File: src/rtl/ps2_pkg.sv
// Shared types and timing helpers for the PS/2 host-side command sequencer.
// Pure declarations: no latency, no flow control.
package ps2_pkg;

  typedef enum logic [2:0] {
    ST_IDLE,
    ST_INHIBIT,
    ST_SEND,
    ST_ACK,
    ST_RESP
  } ps2_state_e;

  typedef enum logic [1:0] {
    ERR_NO_ACK   = 2'd0,
    ERR_RESP_TO  = 2'd1,
    ERR_RESP_BAD = 2'd2,
    ERR_BIT_TO   = 2'd3
  } ps2_err_e;

  localparam logic [7:0] PS2_ACK    = 8'hFA;
  localparam logic [7:0] PS2_RESEND = 8'hFE;

  // Divide first so millisecond spans at tens of MHz stay inside 32 bits.
  function automatic int unsigned us_to_cycles(input int unsigned clk_hz, input int unsigned us);
    return (clk_hz / 32'd1_000_000) * us;
  endfunction

  function automatic int unsigned ms_to_cycles(input int unsigned clk_hz, input int unsigned ms);
    return (clk_hz / 32'd1_000) * ms;
  endfunction

endpackage

File: src/rtl/ps2_line_sync.sv
// Two-flop synchronizer for one PS/2 pad plus a falling-edge strobe.
// Latency: pad change visible on sync_o/fall_o two cycles later; no backpressure.
module ps2_line_sync #(
  parameter logic RST_VAL = 1'b1
) (
  input  logic clk,
  input  logic rst,
  input  logic line_i,
  output logic sync_o,
  output logic fall_o
);

  logic meta_q;
  logic sync_q;
  logic prev_q;

  // Reset to the idle (pulled-up) level so no spurious edge follows reset.
  always_ff @(posedge clk) begin
    if (rst) begin
      meta_q <= RST_VAL;
      sync_q <= RST_VAL;
      prev_q <= RST_VAL;
    end else begin
      meta_q <= line_i;
      sync_q <= meta_q;
      prev_q <= sync_q;
    end
  end

  assign sync_o = sync_q;
  assign fall_o = prev_q & ~sync_q;

endmodule

File: src/rtl/ps2_host_ctrl.sv
// PS/2 host command sequencer: inhibit, host-to-device frame, line-ACK, response check with resend retry.
// cmd_ready low whenever busy or the device owns the clock; optional bit watchdog under PS2_BIT_TIMEOUT_EN.
module ps2_host_ctrl
  import ps2_pkg::*;
#(
  parameter int unsigned CLK_HZ     = 16_000_000,
  parameter int unsigned INHIBIT_US = 100,
  parameter int unsigned RESP_MS    = 15,
  parameter int unsigned MAX_RETRY  = 2,
  parameter int unsigned BIT_TO_US  = 2000
) (
  input  logic       clk,
  input  logic       rst,
  input  logic       cmd_valid,
  input  logic [7:0] cmd_data,
  output logic       cmd_ready,
  input  logic       kbd_clk_in,
  input  logic       kbd_data_in,
  output logic       kbd_clk_oe,
  output logic       kbd_data_oe,
  input  logic       rx_valid,
  input  logic [7:0] rx_data,
  output logic       rx_enable,
  output logic       busy,
  output logic       done,
  output logic       err,
  output logic [1:0] err_code,
  output logic [7:0] resp_data
);

  localparam int unsigned INH_CYC  = us_to_cycles(CLK_HZ, INHIBIT_US);
  localparam int unsigned RESP_CYC = ms_to_cycles(CLK_HZ, RESP_MS);
  localparam int INH_W   = $clog2(INH_CYC + 1);
  localparam int RESP_W  = $clog2(RESP_CYC + 1);
  localparam int RETRY_W = $clog2(MAX_RETRY + 2);

  logic clk_sync, clk_fall, data_sync, unused_data_fall;

  ps2_line_sync #(.RST_VAL(1'b1)) u_clk_sync (
    .clk    (clk),
    .rst    (rst),
    .line_i (kbd_clk_in),
    .sync_o (clk_sync),
    .fall_o (clk_fall)
  );

  ps2_line_sync #(.RST_VAL(1'b1)) u_data_sync (
    .clk    (clk),
    .rst    (rst),
    .line_i (kbd_data_in),
    .sync_o (data_sync),
    .fall_o (unused_data_fall)
  );

  ps2_state_e          state_q, state_d;
  logic [7:0]          byte_q, byte_d;
  logic                par_q, par_d;
  logic [3:0]          bit_q, bit_d;
  logic [RETRY_W-1:0]  retry_q, retry_d;
  logic [INH_W-1:0]    inh_q, inh_d;
  logic [RESP_W-1:0]   tmr_q, tmr_d;
  logic                clk_oe_q, clk_oe_d;
  logic                data_oe_q, data_oe_d;
  logic [7:0]          resp_q, resp_d;
  logic                accept, tx_bit, bit_to;
  ps2_err_e            code;

  assign tx_bit = bit_q[3] ? par_q : byte_q[bit_q[2:0]];

`ifdef PS2_BIT_TIMEOUT_EN
  localparam int unsigned BIT_CYC = us_to_cycles(CLK_HZ, BIT_TO_US);
  localparam int BIT_W = $clog2(BIT_CYC + 1);

  logic [BIT_W-1:0] wd_q, wd_d;

  // Restarts at every clock fall; held clear during INHIBIT so the first gap is measured from release.
  always_comb begin
    wd_d = wd_q;
    if (state_q == ST_INHIBIT || clk_fall) begin
      wd_d = '0;
    end else if (wd_q != BIT_W'(BIT_CYC)) begin
      wd_d = wd_q + BIT_W'(1);
    end
  end

  always_ff @(posedge clk) begin
    if (rst) wd_q <= '0;
    else     wd_q <= wd_d;
  end

  assign bit_to = (wd_q == BIT_W'(BIT_CYC));
`else
  logic unused_bit_to_us;
  assign unused_bit_to_us = ^BIT_TO_US;
  assign bit_to = 1'b0;
`endif

  always_comb begin
    state_d   = state_q;
    byte_d    = byte_q;
    par_d     = par_q;
    bit_d     = bit_q;
    retry_d   = retry_q;
    inh_d     = inh_q;
    tmr_d     = tmr_q;
    clk_oe_d  = clk_oe_q;
    data_oe_d = data_oe_q;
    resp_d    = resp_q;
    accept    = 1'b0;
    done      = 1'b0;
    err       = 1'b0;
    code      = ERR_NO_ACK;

    case (state_q)
      ST_IDLE: begin
        if (cmd_valid && cmd_ready) begin
          accept    = 1'b1;
          byte_d    = cmd_data;
          par_d     = ~^cmd_data;
          retry_d   = '0;
          inh_d     = '0;
          clk_oe_d  = 1'b1;
          data_oe_d = 1'b0;
          state_d   = ST_INHIBIT;
        end
      end

      // Clock held low INH_CYC cycles, start bit asserted, clock released one cycle later.
      ST_INHIBIT: begin
        if (inh_q == INH_W'(INH_CYC)) begin
          clk_oe_d = 1'b0;
          bit_d    = '0;
          state_d  = ST_SEND;
        end else begin
          inh_d = inh_q + INH_W'(1);
          if (inh_q == INH_W'(INH_CYC - 1)) data_oe_d = 1'b1;
        end
      end

      ST_SEND: begin
        if (clk_fall) begin
          if (bit_q == 4'd9) begin
            data_oe_d = 1'b0;
            state_d   = ST_ACK;
          end else begin
            data_oe_d = ~tx_bit;
            bit_d     = bit_q + 4'd1;
          end
        end else if (bit_to) begin
          err  = 1'b1;
          code = ERR_BIT_TO;
        end
      end

      ST_ACK: begin
        if (clk_fall) begin
          if (!data_sync) begin
            tmr_d   = '0;
            state_d = ST_RESP;
          end else begin
            err  = 1'b1;
            code = ERR_NO_ACK;
          end
        end else if (bit_to) begin
          err  = 1'b1;
          code = ERR_BIT_TO;
        end
      end

      ST_RESP: begin
        if (rx_valid) begin
          resp_d = rx_data;
          if (rx_data == PS2_ACK) begin
            done = 1'b1;
          end else if (rx_data == PS2_RESEND && retry_q < RETRY_W'(MAX_RETRY)) begin
            retry_d   = retry_q + RETRY_W'(1);
            inh_d     = '0;
            clk_oe_d  = 1'b1;
            data_oe_d = 1'b0;
            state_d   = ST_INHIBIT;
          end else begin
            err  = 1'b1;
            code = ERR_RESP_BAD;
          end
        end else if (tmr_q == RESP_W'(RESP_CYC - 1)) begin
          err  = 1'b1;
          code = ERR_RESP_TO;
        end else begin
          tmr_d = tmr_q + RESP_W'(1);
        end
      end

      default: state_d = ST_IDLE;
    endcase

    if (done || err) begin
      clk_oe_d  = 1'b0;
      data_oe_d = 1'b0;
      state_d   = ST_IDLE;
    end
  end

  always_ff @(posedge clk) begin
    if (rst) begin
      state_q   <= ST_IDLE;
      byte_q    <= '0;
      par_q     <= 1'b0;
      bit_q     <= '0;
      retry_q   <= '0;
      inh_q     <= '0;
      tmr_q     <= '0;
      clk_oe_q  <= 1'b0;
      data_oe_q <= 1'b0;
      resp_q    <= '0;
    end else begin
      state_q   <= state_d;
      byte_q    <= byte_d;
      par_q     <= par_d;
      bit_q     <= bit_d;
      retry_q   <= retry_d;
      inh_q     <= inh_d;
      tmr_q     <= tmr_d;
      clk_oe_q  <= clk_oe_d;
      data_oe_q <= data_oe_d;
      resp_q    <= resp_d;
    end
  end

  assign cmd_ready   = (state_q == ST_IDLE) && clk_sync;
  assign rx_enable   = (state_q == ST_IDLE) || (state_q == ST_RESP);
  assign busy        = (state_q != ST_IDLE) || accept;
  assign kbd_clk_oe  = clk_oe_q;
  assign kbd_data_oe = data_oe_q;
  assign err_code    = code;
  assign resp_data   = resp_q;

endmodule

File: config.mk
export PLATFORM = sky130hd
export DESIGN_NAME = ps2_host_ctrl
export DESIGN_NICKNAME = d
export VERILOG_FILES = /design/src/rtl/ps2_pkg.sv /design/src/rtl/ps2_line_sync.sv /design/src/rtl/ps2_host_ctrl.sv
export SDC_FILE = /design/constraint.sdc
export NUM_CORES = 1
export LEC_CHECK = 0
export CAP_MARGIN = 20
export CELL_PAD_IN_SITES_DETAIL_PLACEMENT = 1
export CELL_PAD_IN_SITES_GLOBAL_PLACEMENT = 1
export CORE_UTILIZATION = 42
export DETAILED_ROUTE_END_ITERATION = 7
export GPL_TIMING_DRIVEN = 0
export PLACE_DENSITY = 0.79
export SYNTH_ARGS = -nofsm -noshare
export SYNTH_HDL_FRONTEND = slang
export SYNTH_HIERARCHICAL = 1
export SYNTH_SLANG_ARGS = --single-unit
File: constraint.sdc
create_clock -name clk -period 2.1 [get_ports clk]
set_input_delay 0.21 -clock clk [delete_from_list [all_inputs] [get_ports clk]]
set_output_delay 0.21 -clock clk [all_outputs]
set_load 0.05 [all_outputs]
==> results of run 1 <==
==> final timing paths <==
check,slack (ns),endpoint,depth (start not counted)
worst max-delay path,0.08,err_code[0],6
worst min-delay path,0.34,resp_data[2],3
worst max register to register,0.08,tmr_q[10],7
worst min register to register,0.42,u_clk_sync/sync_o,1
==> per-layer routing <==
layer	GRT usage [%]	vias to the layer above	part of all wire [%]	routed length, um
met5	0	-	0	0
met4	9.380	0	1.7	157
met3	4.801	14	3.8	346
met2	39.14	60	49	4426
met1	29.78	1460	46	4156
li1	-	1478	-	-
==> area by class of cell <==
type | count | area (um2) | area share, %
clock inverters | 4 | 47.55 | 1.165
repair buffers | 48 | 439.2 | 10.76
flip-flops and latches | 62 | 1244 | 30.46
well taps | 99 | 123.9 | 3.034
multi-input cells | 283 | 1924 | 47.13
plain buffers | 18 | 116.4 | 2.850
inverters | 14 | 52.55 | 1.287
clock buffers | 12 | 135.1 | 3.310
==> worst register-to-register path, delay by kind of cell (launching register included) <==
| family | cells | cell delay [ns] |
|---|---|---|
| AO/OA/AOI/OAI | 3 | 0.53 |
| flip-flops | 1 | 0.36 |
| AND/OR/NAND/NOR | 3 | 0.83 |
| buffers and inverters | 1 | 0.21 |
==> state kept, by name (all words and copies together) (netlist names) <==
name                count
u_clk_sync/meta_q       1
u_clk_sync/sync_o       1
state_q                 3
retry_q                 2
byte_q                  8
par_q                   1
tmr_q                  18
u_clk_sync/prev_q       1
resp_data               8
inh_q                  11
bit_q                   4
kbd_clk_oe              1
u_data_sync/meta_q      1
kbd_data_oe             1
u_data_sync/sync_o      1
==> power breakdown <==
part	switching, W	internal, W	total, W	leakage, nW
sequential	0.0000193	0.00120	0.00122	0.503
clock	0.000469	0.000546	0.00101	0.0904
combinational	0.000163	0.000133	0.000295	0.900
total	0.000650	0.00188	0.00253	1.49
==> per-stage QoR <==
step	area (um2)	cells	TNS (ns)	power, W
floorplan	3221	377	0	0.001404
global placement	3725	514	-9.970	0.001508
detailed placement	3725	514	-11.40	0.001515
CTS	3959	532	-0.01458	0.002541
global route	4083	540	-0.01909	0.002634
finish	4083	540	0	0.002530
==> what timing repair did <==
item                                    CTS  global route
endpoints found under the setup margin   30            33
resized for setup                        45            27
pin swaps                                 2             3
endpoints found under the hold margin     0             0
hold buffers                              0             0
setup buffers                             2             8
==> metrics.cfg, run 1 <==
[cts]
clk_latency_ns = 0.35
htree_levels = 3
cts_tree = yes
clkTransAtPathRegs_ns = 0.06
clockRootBuffer = clkbuf_8
cts_buffers = 9
cts_buffer_depth = 2
clock_sinks = 62

[drt]
routedWlPerCell_um = 16.83
num_vias = 3012
dr.pass1.iters = 4
wl_um = 9086
ant_nets = 0
drt_iter0_markers = 219
drc_errors = 0
vias_per_cell = 5.578

[timing]
drv_slew = 0
min_period_ns = 2.015
setup_viol = 0
finClkSkew_ns = 0.01150
setup_slack_ns = 0.08500
worst-slew-pin-transition_ns = 0.5317
finalCritPeriodShare_pct = 95.95
maxSlewHeadroom_pct = 64.56
hold_viol = 0
whs_ns = 0.3398
fmax_mhz = 496.3

[power]
power_leakage_nw = 1.494
power-per-cell-area_mw_per_mm2 = 619.6
irDropWorstVdd_uv = 328.3

[finish]
utilization_pct = 55.69
area_delta_synth_final_pct = 27.41
nNetsFinal = 463
n_antenna_cell = 0
final_cell_mix = 60 x dfxtp_1, 38 x nand2_1, 36 x a21oi_1
drive_above_1_share_pct = 16.33
fillers = 865
final_common_cell = dfxtp_1

[setup_path]
crit_chain = ha_1, nand2_1, nor2_4, nand3_1, inv_1, clkbuf_4
arrival_ns = 1.81
worstPathMaxFanout = 8
cp_slowest_cell = dfxtp_1
cp.required_ns = 1.89
crit_buf_inv = 2
crit_family = simple AND/OR/NAND/NOR gates
start_kind = flop
crit_path_end_kind = output pin
crit_start = tmr_q[0]
worstSetupPathType = reg -> out
crit_path_max_incr_delay_ns = 0.37
r2r-start = u_clk_sync/sync_o

[job]
max_cap_violations = 0

[global_route]
track_usage_pct = 23.50
overflow = 0
grt_max_degree = 11
first_global_vias = 2938
grt_pass1_wl_um = 14180
antenna_found_initial = 0

[place]
port_buffers = 38
preCtsSetupSlack_ns = -0.5082
dp_hpwl_um = 6327
gp_congestion = 0.8045

[floorplan]
dieArea_mm2 = 0.007983
die_w_um = 89.35
io-pin-count = 39
initial_core_util_pct = 43.71
fp.dieH_um = 89.35
row_count = 31
core_mm2 = 0.007331

[yosys]
avgSynthCellArea_um2 = 8.500
syn_area_mm2 = 0.003204
syn_inst = 377
syn-num-nets = 404
yosys_warnings = 6

[min_path]
hold_path_class = in -> reg
holdCritStartpoint = rx_data[2]

[status]
status = complete, no violations

No activity file was read; power rests on OpenSTA's default activity.
==> inputs of run 2 (changes only) <==
- CORE_MARGIN: not set -> 5
==> metrics.cfg, run 2 (same netlist as run 1, synthesis figures left out) <==
[drt]
wl_um = 8996
drc_errors = 0
dr.pass1.iters = 4
ant_nets = 0
vias_per_cell = 5.575
routedWlPerCell_um = 16.75
num_vias = 2994
drt_iter0_markers = 102

[cts]
clk_latency_ns = 0.35
cts_buffers = 9
cts_buffer_depth = 2
hold_buffers = 0
cts_tree = yes
clkTransAtPathRegs_ns = 0.06
clock_sinks = 62
clockRootBuffer = clkbuf_8
htree_levels = 3

[timing]
finalCritPeriodShare_pct = 96.89
min_period_ns = 2.035
drv_slew = 0
fin_setup_tns_ns = 0
maxSlewHeadroom_pct = 63.94
fmax_mhz = 491.5
setup_slack_ns = 0.06537
worst-slew-pin-transition_ns = 0.5409
setup_viol = 0
hold_viol = 0
finClkSkew_ns = 0.01114

[min_path]
hold_path_class = in -> reg

[finish]
top_register = tmr_q
largest_register_ffs = 18
drive_above_1_share_pct = 15.53
reg_top3 = tmr_q (18), inh_q (11)
n_antenna_cell = 0
final_common_cell = dfxtp_1
nNetsFinal = 460
fillers = 849
area_delta_synth_final_pct = 26.90
final_cell_mix = 60 x dfxtp_1, 39 x nand2_1, 38 x a21oi_1

[global_route]
antenna_found_initial = 0
first_global_vias = 3100
track_usage_pct = 19.19
grt_max_degree = 11
overflow = 0
grt_pass1_wl_um = 15050

[floorplan]
io-pin-count = 39
fp.dieH_um = 97.35
row_count = 31
core_mm2 = 0.007331
initial_core_util_pct = 43.71
dieArea_mm2 = 0.009476
die_w_um = 97.35

[setup_path]
worstSetupPathType = reg -> out
start_kind = flop
arrival_ns = 1.82
worstPathMaxFanout = 10
crit_path_end_kind = output pin
cp.required_ns = 1.89

[place]
dp_hpwl_um = 6593
gp_congestion = 0.8056
preCtsSetupSlack_ns = -0.5015
port_buffers = 38

[status]
status = complete, no violations

[power]
irDropWorstVdd_uv = 292.2
power_w = 0.002494
power-per-cell-area_mw_per_mm2 = 613.4
power_leakage_nw = 1.498

[job]
max_cap_violations = 0

## run 2: changes by cell type in the layout (fill, tap and decap cells not counted), moves of 2 or more
cell      previous run  this run
a21oi_1             36        38
buf_6                2         5
buf_8                2         0
a21oi_2              2         0
buf_4               15        10
clkbuf_1            10         8
clkbuf_8             9        13
## run 2: metrics by stage
| step | hold slack, ns | cell area [um2] | util [%] | cells |
|---|---|---|---|---|
| final | 0.1876 | 4066 | 55.47 | 537 |
| after global routing | 0.2051 | 4066 | 55.47 | 537 |
| after CTS | 0.4150 | 3969 | 54.14 | 531 |
| after detailed placement | 0.4016 | 3725 | 50.81 | 514 |
| after global placement | 0.3870 | 3725 | 50.81 | 514 |
| after floorplan | 0.3071 | 3221 | - | 377 |
## run 2: area by class of cell
type                       count  area (um2)  share of cell area, %
inverter                      14       52.55                  1.292
buffer                        18       115.1                  2.831
timing repair buffer          45       429.2                  10.55
multi-input combinational    283        1916                  47.11
clock buffer                  13       168.9                  4.154
tap                           99       123.9                  3.046
clock inverter                 3       17.52                 0.4308
sequential                    62        1244                  30.58
## run 2: critical path, stage by stage (launching register included)
cell and delay (ns):
dfxtp_1 0.31, buf_4 0.16, clkbuf_8 0.19, nor3b_4 0.24, o311a_4 0.25, a21oi_1 0.05
nand2_1 0.10, buf_6 0.16
## run 2: worst paths after layout
path	slack (ns)	start	cells after the start	end
min	0.19	rx_data[4]	3	resp_data[4]
max reg2reg	0.10	state_q[2]	6	inh_q[10]
max	0.07	state_q[2]	7	err
min reg2reg	0.42	u_clk_sync/meta_q	1	u_clk_sync/sync_o
## run 2: routing by layer
metal | GRT usage, % | vias up | wire length (um)
met5 | 0 | - | 0
met1 | 24.55 | 1462 | 4259
li1 | - | 1471 | -
met2 | 32.59 | 50 | 4347
met3 | 2.872 | 11 | 250
met4 | 7.242 | 0 | 138
## run 2: power by group
| group | leakage, nW | switching (W) | internal (W) |
|---|---|---|---|
| Clock | 0.0954 | 0.000468 | 0.000521 |
| Combinational | 0.899 | 0.000159 | 0.000128 |
| Sequential | 0.503 | 0.0000174 | 0.00120 |
| Total | 1.50 | 0.000644 | 0.00185 |
## run 2: repair_timing
action,CTS,global route
buffers inserted,1,6
setup endpoints to repair,25,36
gates cloned,0,0
resized for setup,47,24
pin swaps,2,5
